### config.mk
export PLATFORM = sky130hd
export DESIGN_NAME = framebuffer_avn_arbiter
export DESIGN_NICKNAME = d
export VERILOG_FILES = /design/src/rtl/framebuffer_avn_arbiter.sv
export SDC_FILE = /design/constraint.sdc
export NUM_CORES = 1
export LEC_CHECK = 0
export CAP_MARGIN = 10
export CELL_PAD_IN_SITES_DETAIL_PLACEMENT = 0
export CELL_PAD_IN_SITES_GLOBAL_PLACEMENT = 1
export CORE_UTILIZATION = 18
export DETAILED_ROUTE_END_ITERATION = 12
export PLACE_DENSITY_LB_ADDON = 0.08
export SYNTH_ARGS = -nofsm -noshare
export SYNTH_HDL_FRONTEND = slang
export SYNTH_SLANG_ARGS = --single-unit
### constraint.sdc
create_clock -name sys_clk -period 3.3 [get_ports sys_clk]
set_clock_uncertainty 0.2 [all_clocks]
set_input_delay 0.99 -clock sys_clk [delete_from_list [all_inputs] [get_ports sys_clk]]
set_output_delay 0.99 -clock sys_clk [all_outputs]
set_load 0.01 [all_outputs]
### src/rtl/framebuffer_avn_arbiter.sv
// Two-requester Avalon-MM arbiter for the sys_clk SRAM framebuffer port, with in-order read tags.
// Define FB_ARB_RR_EN for round-robin on contention; the default build uses fixed priority (requester 0).
module framebuffer_avn_arbiter #(
    parameter int AVN_AW   = 19,
    parameter int AVN_DW   = 16,
    parameter int RD_OUTST = 4
) (
    input  logic                  sys_clk,
    input  logic                  sys_rst,

    input  logic                  s0_avn_read,
    input  logic                  s0_avn_write,
    input  logic [AVN_AW-1:0]     s0_avn_address,
    input  logic [AVN_DW/8-1:0]   s0_avn_byteenable,
    input  logic [AVN_DW-1:0]     s0_avn_writedata,
    output logic                  s0_avn_waitrequest,
    output logic [AVN_DW-1:0]     s0_avn_readdata,
    output logic                  s0_avn_readdatavalid,

    input  logic                  s1_avn_read,
    input  logic                  s1_avn_write,
    input  logic [AVN_AW-1:0]     s1_avn_address,
    input  logic [AVN_DW/8-1:0]   s1_avn_byteenable,
    input  logic [AVN_DW-1:0]     s1_avn_writedata,
    output logic                  s1_avn_waitrequest,
    output logic [AVN_DW-1:0]     s1_avn_readdata,
    output logic                  s1_avn_readdatavalid,

    output logic                  m_avn_read,
    output logic                  m_avn_write,
    output logic [AVN_AW-1:0]     m_avn_address,
    output logic [AVN_DW/8-1:0]   m_avn_byteenable,
    output logic [AVN_DW-1:0]     m_avn_writedata,
    input  logic                  m_avn_waitrequest,
    input  logic [AVN_DW-1:0]     m_avn_readdata,
    input  logic                  m_avn_readdatavalid
);

    localparam int TAG_AW = $clog2(RD_OUTST);
    localparam logic [TAG_AW:0] FULL_CNT = RD_OUTST[TAG_AW:0];

    logic req0, req1;
    logic gnt;
    logic lock, lock_gnt;
    logic sel_rd, sel_wr;
    logic cmd_vld, accept, push, pop, rd_block;
    logic fifo_full, fifo_empty, head_id;

    logic              tag_mem [RD_OUTST];
    logic [TAG_AW-1:0] wr_ptr, rd_ptr;
    logic [TAG_AW:0]   count;

    assign req0 = s0_avn_read | s0_avn_write;
    assign req1 = s1_avn_read | s1_avn_write;

`ifdef FB_ARB_RR_EN
    logic last_gnt;

    always_ff @(posedge sys_clk) begin
        if (sys_rst)
            last_gnt <= 1'b1;
        else if (accept)
            last_gnt <= gnt;
    end

    always_comb begin
        gnt = 1'b0;
        if (lock)
            gnt = lock_gnt;
        else if (req0 & req1)
            gnt = ~last_gnt;
        else
            gnt = req1;
    end
`else
    // NOTE: every signal assigned in always_comb gets a default first, so no path infers a latch.
    always_comb begin
        gnt = 1'b0;
        if (lock)
            gnt = lock_gnt;
        else
            gnt = req1 & ~req0;
    end
`endif

    assign sel_rd           = gnt ? s1_avn_read       : s0_avn_read;
    assign sel_wr           = gnt ? s1_avn_write      : s0_avn_write;
    assign m_avn_address    = gnt ? s1_avn_address    : s0_avn_address;
    assign m_avn_byteenable = gnt ? s1_avn_byteenable : s0_avn_byteenable;
    assign m_avn_writedata  = gnt ? s1_avn_writedata  : s0_avn_writedata;

    assign fifo_full  = (count == FULL_CNT);
    assign fifo_empty = (count == '0);
    assign pop        = m_avn_readdatavalid & ~fifo_empty;
    // A pop in the same cycle frees the slot the blocked read would need.
    assign rd_block   = sel_rd & fifo_full & ~pop;

    assign m_avn_read  = ~sys_rst & sel_rd & ~rd_block;
    assign m_avn_write = ~sys_rst & sel_wr;
    assign cmd_vld     = m_avn_read | m_avn_write;
    assign accept      = cmd_vld & ~m_avn_waitrequest;
    assign push        = m_avn_read & ~m_avn_waitrequest;

    assign s0_avn_waitrequest = sys_rst | gnt  | m_avn_waitrequest | rd_block;
    assign s1_avn_waitrequest = sys_rst | ~gnt | m_avn_waitrequest | rd_block;

    assign head_id              = tag_mem[rd_ptr];
    assign s0_avn_readdata      = m_avn_readdata;
    assign s1_avn_readdata      = m_avn_readdata;
    assign s0_avn_readdatavalid = ~sys_rst & pop & ~head_id;
    assign s1_avn_readdatavalid = ~sys_rst & pop & head_id;

    // NOTE: sequential state uses non-blocking assignments so all registers update from pre-edge values.
    always_ff @(posedge sys_clk) begin
        if (sys_rst) begin
            lock     <= 1'b0;
            lock_gnt <= 1'b0;
        end else begin
            lock <= cmd_vld & m_avn_waitrequest;
            if (cmd_vld)
                lock_gnt <= gnt;
        end
    end

    always_ff @(posedge sys_clk) begin
        if (sys_rst) begin
            wr_ptr <= '0;
            rd_ptr <= '0;
            count  <= '0;
        end else begin
            if (push)
                wr_ptr <= wr_ptr + 1'b1;
            if (pop)
                rd_ptr <= rd_ptr + 1'b1;
            if (push & ~pop)
                count <= count + 1'b1;
            else if (pop & ~push)
                count <= count - 1'b1;
        end
    end

    // NOTE: tag storage is not reset; the pointers and count alone define which entries are live.
    always_ff @(posedge sys_clk) begin
        if (push)
            tag_mem[wr_ptr] <= gnt;
    end

    a_s0_rw_excl: assert property (@(posedge sys_clk) disable iff (sys_rst)
        !(s0_avn_read && s0_avn_write))
        else $error("s0 read and write asserted together");

    a_s1_rw_excl: assert property (@(posedge sys_clk) disable iff (sys_rst)
        !(s1_avn_read && s1_avn_write))
        else $error("s1 read and write asserted together");

    a_rdv_no_tag: assert property (@(posedge sys_clk) disable iff (sys_rst)
        m_avn_readdatavalid |-> !fifo_empty)
        else $warning("readdatavalid with no read outstanding, response dropped");

endmodule

==> metrics <==
outcome complete, but fails checks; failing checks negative setup slack; total number of vias 1531; # rows 33; Total Routed Length 5795 um; routability cong. 0.7151; antenna cells 0; Data required, critical path 2.11 ns; max_slew headroom 0.7943; die area 8902 um^2; Worst Path Max Fanout 8; initial antenna violation count 0; Hold WS 0.3238 ns; Post-Syn Nets 255; #FFs+latches synth 15; min cycle time layout 3.578 ns; leak pwr 0.001410 uW; Post-Place Worst Slack -0.9231 ns; ANT nets after route 0; Syn Inst Count 151; CTS Sinks 15; post-DP HPWL 4339 um; Final Hold Vio Count 0; Wirelength per Cell 15.05 um; share of cells above drive strength 1 0.4857; crit start category input port; IO Pins 173; Worst EP arrival 2.39 ns; Seq/Total Area, Yosys 0.2217; port bufs 124; first-pass GRT wire length 8652 um; Setup WS post-layout -0.2778 ns; Tightest Pin Transition 0.3079 ns; Post-Route Utilization 0.3961; post-synthesis cell type count 34; Setup-failing EPs final 39; clk buf depth 2; Die X 94.35 um; crit path kind in2out; Initial Util 0.1868; VDD IR-drop max 0.1152 mV; All-Layer GR Usage 0.1282; clock slew at reported path FFs 0.06 ns; TritonCTS clock tree built; min-delay worst type reg2reg; max_cap viols 0; Final Max Slew Viols 0; CTS Hold Buffers Added 0; Avg Cell Area, Syn 10.17 um^2; final net count 385; htree depth 1; largest area contributor in the netlist mux2_2; CTS root buf clkbuf_8; largest net degree at the start of global routing 10; Area growth syn-to-layout 112.0%; DP Cell Count 364; pwr dens 297.9 nW/um^2; # fillers 809; Num CTS Buffers 3; vias in the first global route 1712; Max Fclk 279.5 MHz; TritonRoute pass-1 iters 3; clock latency on the worst-skew pair 0.24 ns; DR iter-0 viols 10; Die H 94.35 um; vias per cell 3.977; GRT overflow 0; Cell Count, Final, Fillers Out 385; Remaining DRCs 0; RSZ-0062 raised after global routing yes; Critical Path End Type output port; Yosys top cell area share 0.2494; Area contributors post-synth mux2_2 (25%), buf_4 (16%), dfxtp_1 (14%); Synthesis Warnings 0; crit share post-route 1.084; Syn Std Cell Area 1535 um^2; core area 8217 um^2
## worst paths after layout
kind	from	to	slack, ns	cells past startpoint
setup / recovery	s1_avn_read	m_avn_address[12]	-0.28	9
hold / removal	count[2]$_SDFFE_PP0P_	count[2]$_SDFFE_PP0P_	0.32	2
setup reg to reg	lock$_SDFF_PP0_	count[2]$_SDFFE_PP0P_	0.52	12
hold reg to reg	count[2]$_SDFFE_PP0P_	count[2]$_SDFFE_PP0P_	0.32	2
## repair_timing
item,CTS,global route
endpoints found under the setup margin,45,42
pin swaps,3,4
setup buffers,8,10
resized for setup,255,26
cloned,3,0
## worst max-delay path, cell delays in order
cell and delay (ns):
buf_8 0.08, nor2_4 0.03, o41ai_4 0.34, buf_6 0.16, buf_12 0.11, buf_16 0.12
buf_12 0.13, mux2_4 0.31, buf_6 0.12
## synthesized netlist by cell type (all sizes together)
cell type	count
mux2	37
buf	36
dfxtp	11
nor2	11
and2	5
ha	5
nand2	5
edfxtp	4
inv	4
nor3b	4
xor2	3
a211oi	2
a21oi	2
mux2i	2
nand2b	2
nor2b	2
nor3	2
o21ai	2
o21bai	2
xnor2	2
a31oi	1
clkbuf	1
fa	1
mux4	1
nor4b	1
o31ai	1
o41ai	1
or3	1
## layout make-up
cell class              count  area (um^2)  share of cell area
clock buffers               3        41.29             0.01269
inverters                   4        15.01            0.004614
clock inverters             1        5.005            0.001538
multi-input cells          95         1056              0.3245
flip-flops and latches     15        340.3              0.1046
repair buffers            162         1665              0.5117
well taps                 105        131.4             0.04037
## through the flow
| step | area (um^2) | power (uW) | TNS (ns) |
|---|---|---|---|
| 2_1_floorplan | 1535 | 497.7 | 0 |
| 3_3_place_gp | 2789 | 724.6 | -37.65 |
| 3_5_place_dp | 2789 | 719.0 | -37.58 |
| 4_1_cts | 3161 | 962.3 | -8.455 |
| 5_1_grt | 3254 | 1037 | -9.777 |
| 6_report | 3254 | 969.5 | -7.846 |
## logic make-up (layout without fill, tap and decap cells)
| family | after synthesis | in the layout | share of synthesized area |
|---|---|---|---|
| xor gates and xnor gates | 5 | 5 | 0.02853 |
| and+or+nand+nor | 33 | 33 | 0.1231 |
| DFF | 15 | 15 | 0.2217 |
| AOI/OAI and AO/OA | 11 | 11 | 0.07579 |
| buffers and inverters | 41 | 170 | 0.1980 |
| muxes | 40 | 40 | 0.2991 |
| adders and majority gates | 6 | 6 | 0.05379 |
## layer usage
metal	up-vias	global-route usage	share of wire
met5	-	0	0
met4	0	0.03333	0.0071
met3	6	0.05233	0.097
met2	78	0.2325	0.53
met1	698	0.1365	0.36
li1	749	-	-
## power by group
group / switching (uW) / leakage, uW / total [uW] / internal (uW)
clock: 65.6 / 0.0000255 / 149 / 83.5
sequential: 30.5 / 0.000127 / 249 / 218
combinational: 195 / 0.00126 / 572 / 377
## cell usage in the layout, fill, tap and decap left out, types with 2 or more instances in the layout
master	instances
a211oi_2	2
and2_1	5
buf_12	4
buf_2	3
buf_4	28
buf_6	38
buf_8	6
clkbuf_8	3
clkdlybuf4s15_2	2
clkdlybuf4s50_1	75
dfxtp_1	11
dlygate4sd2_1	3
edfxtp_1	4
ha_1	4
inv_1	4
mux2_4	37
mux2i_1	2
nand2_1	5
nand2b_1	2
nor2_1	10
nor3_1	2
nor3b_1	3
o21bai_1	2
xnor2_1	2
xor2_1	3
Note: power is estimated with default switching activity, not from simulation.
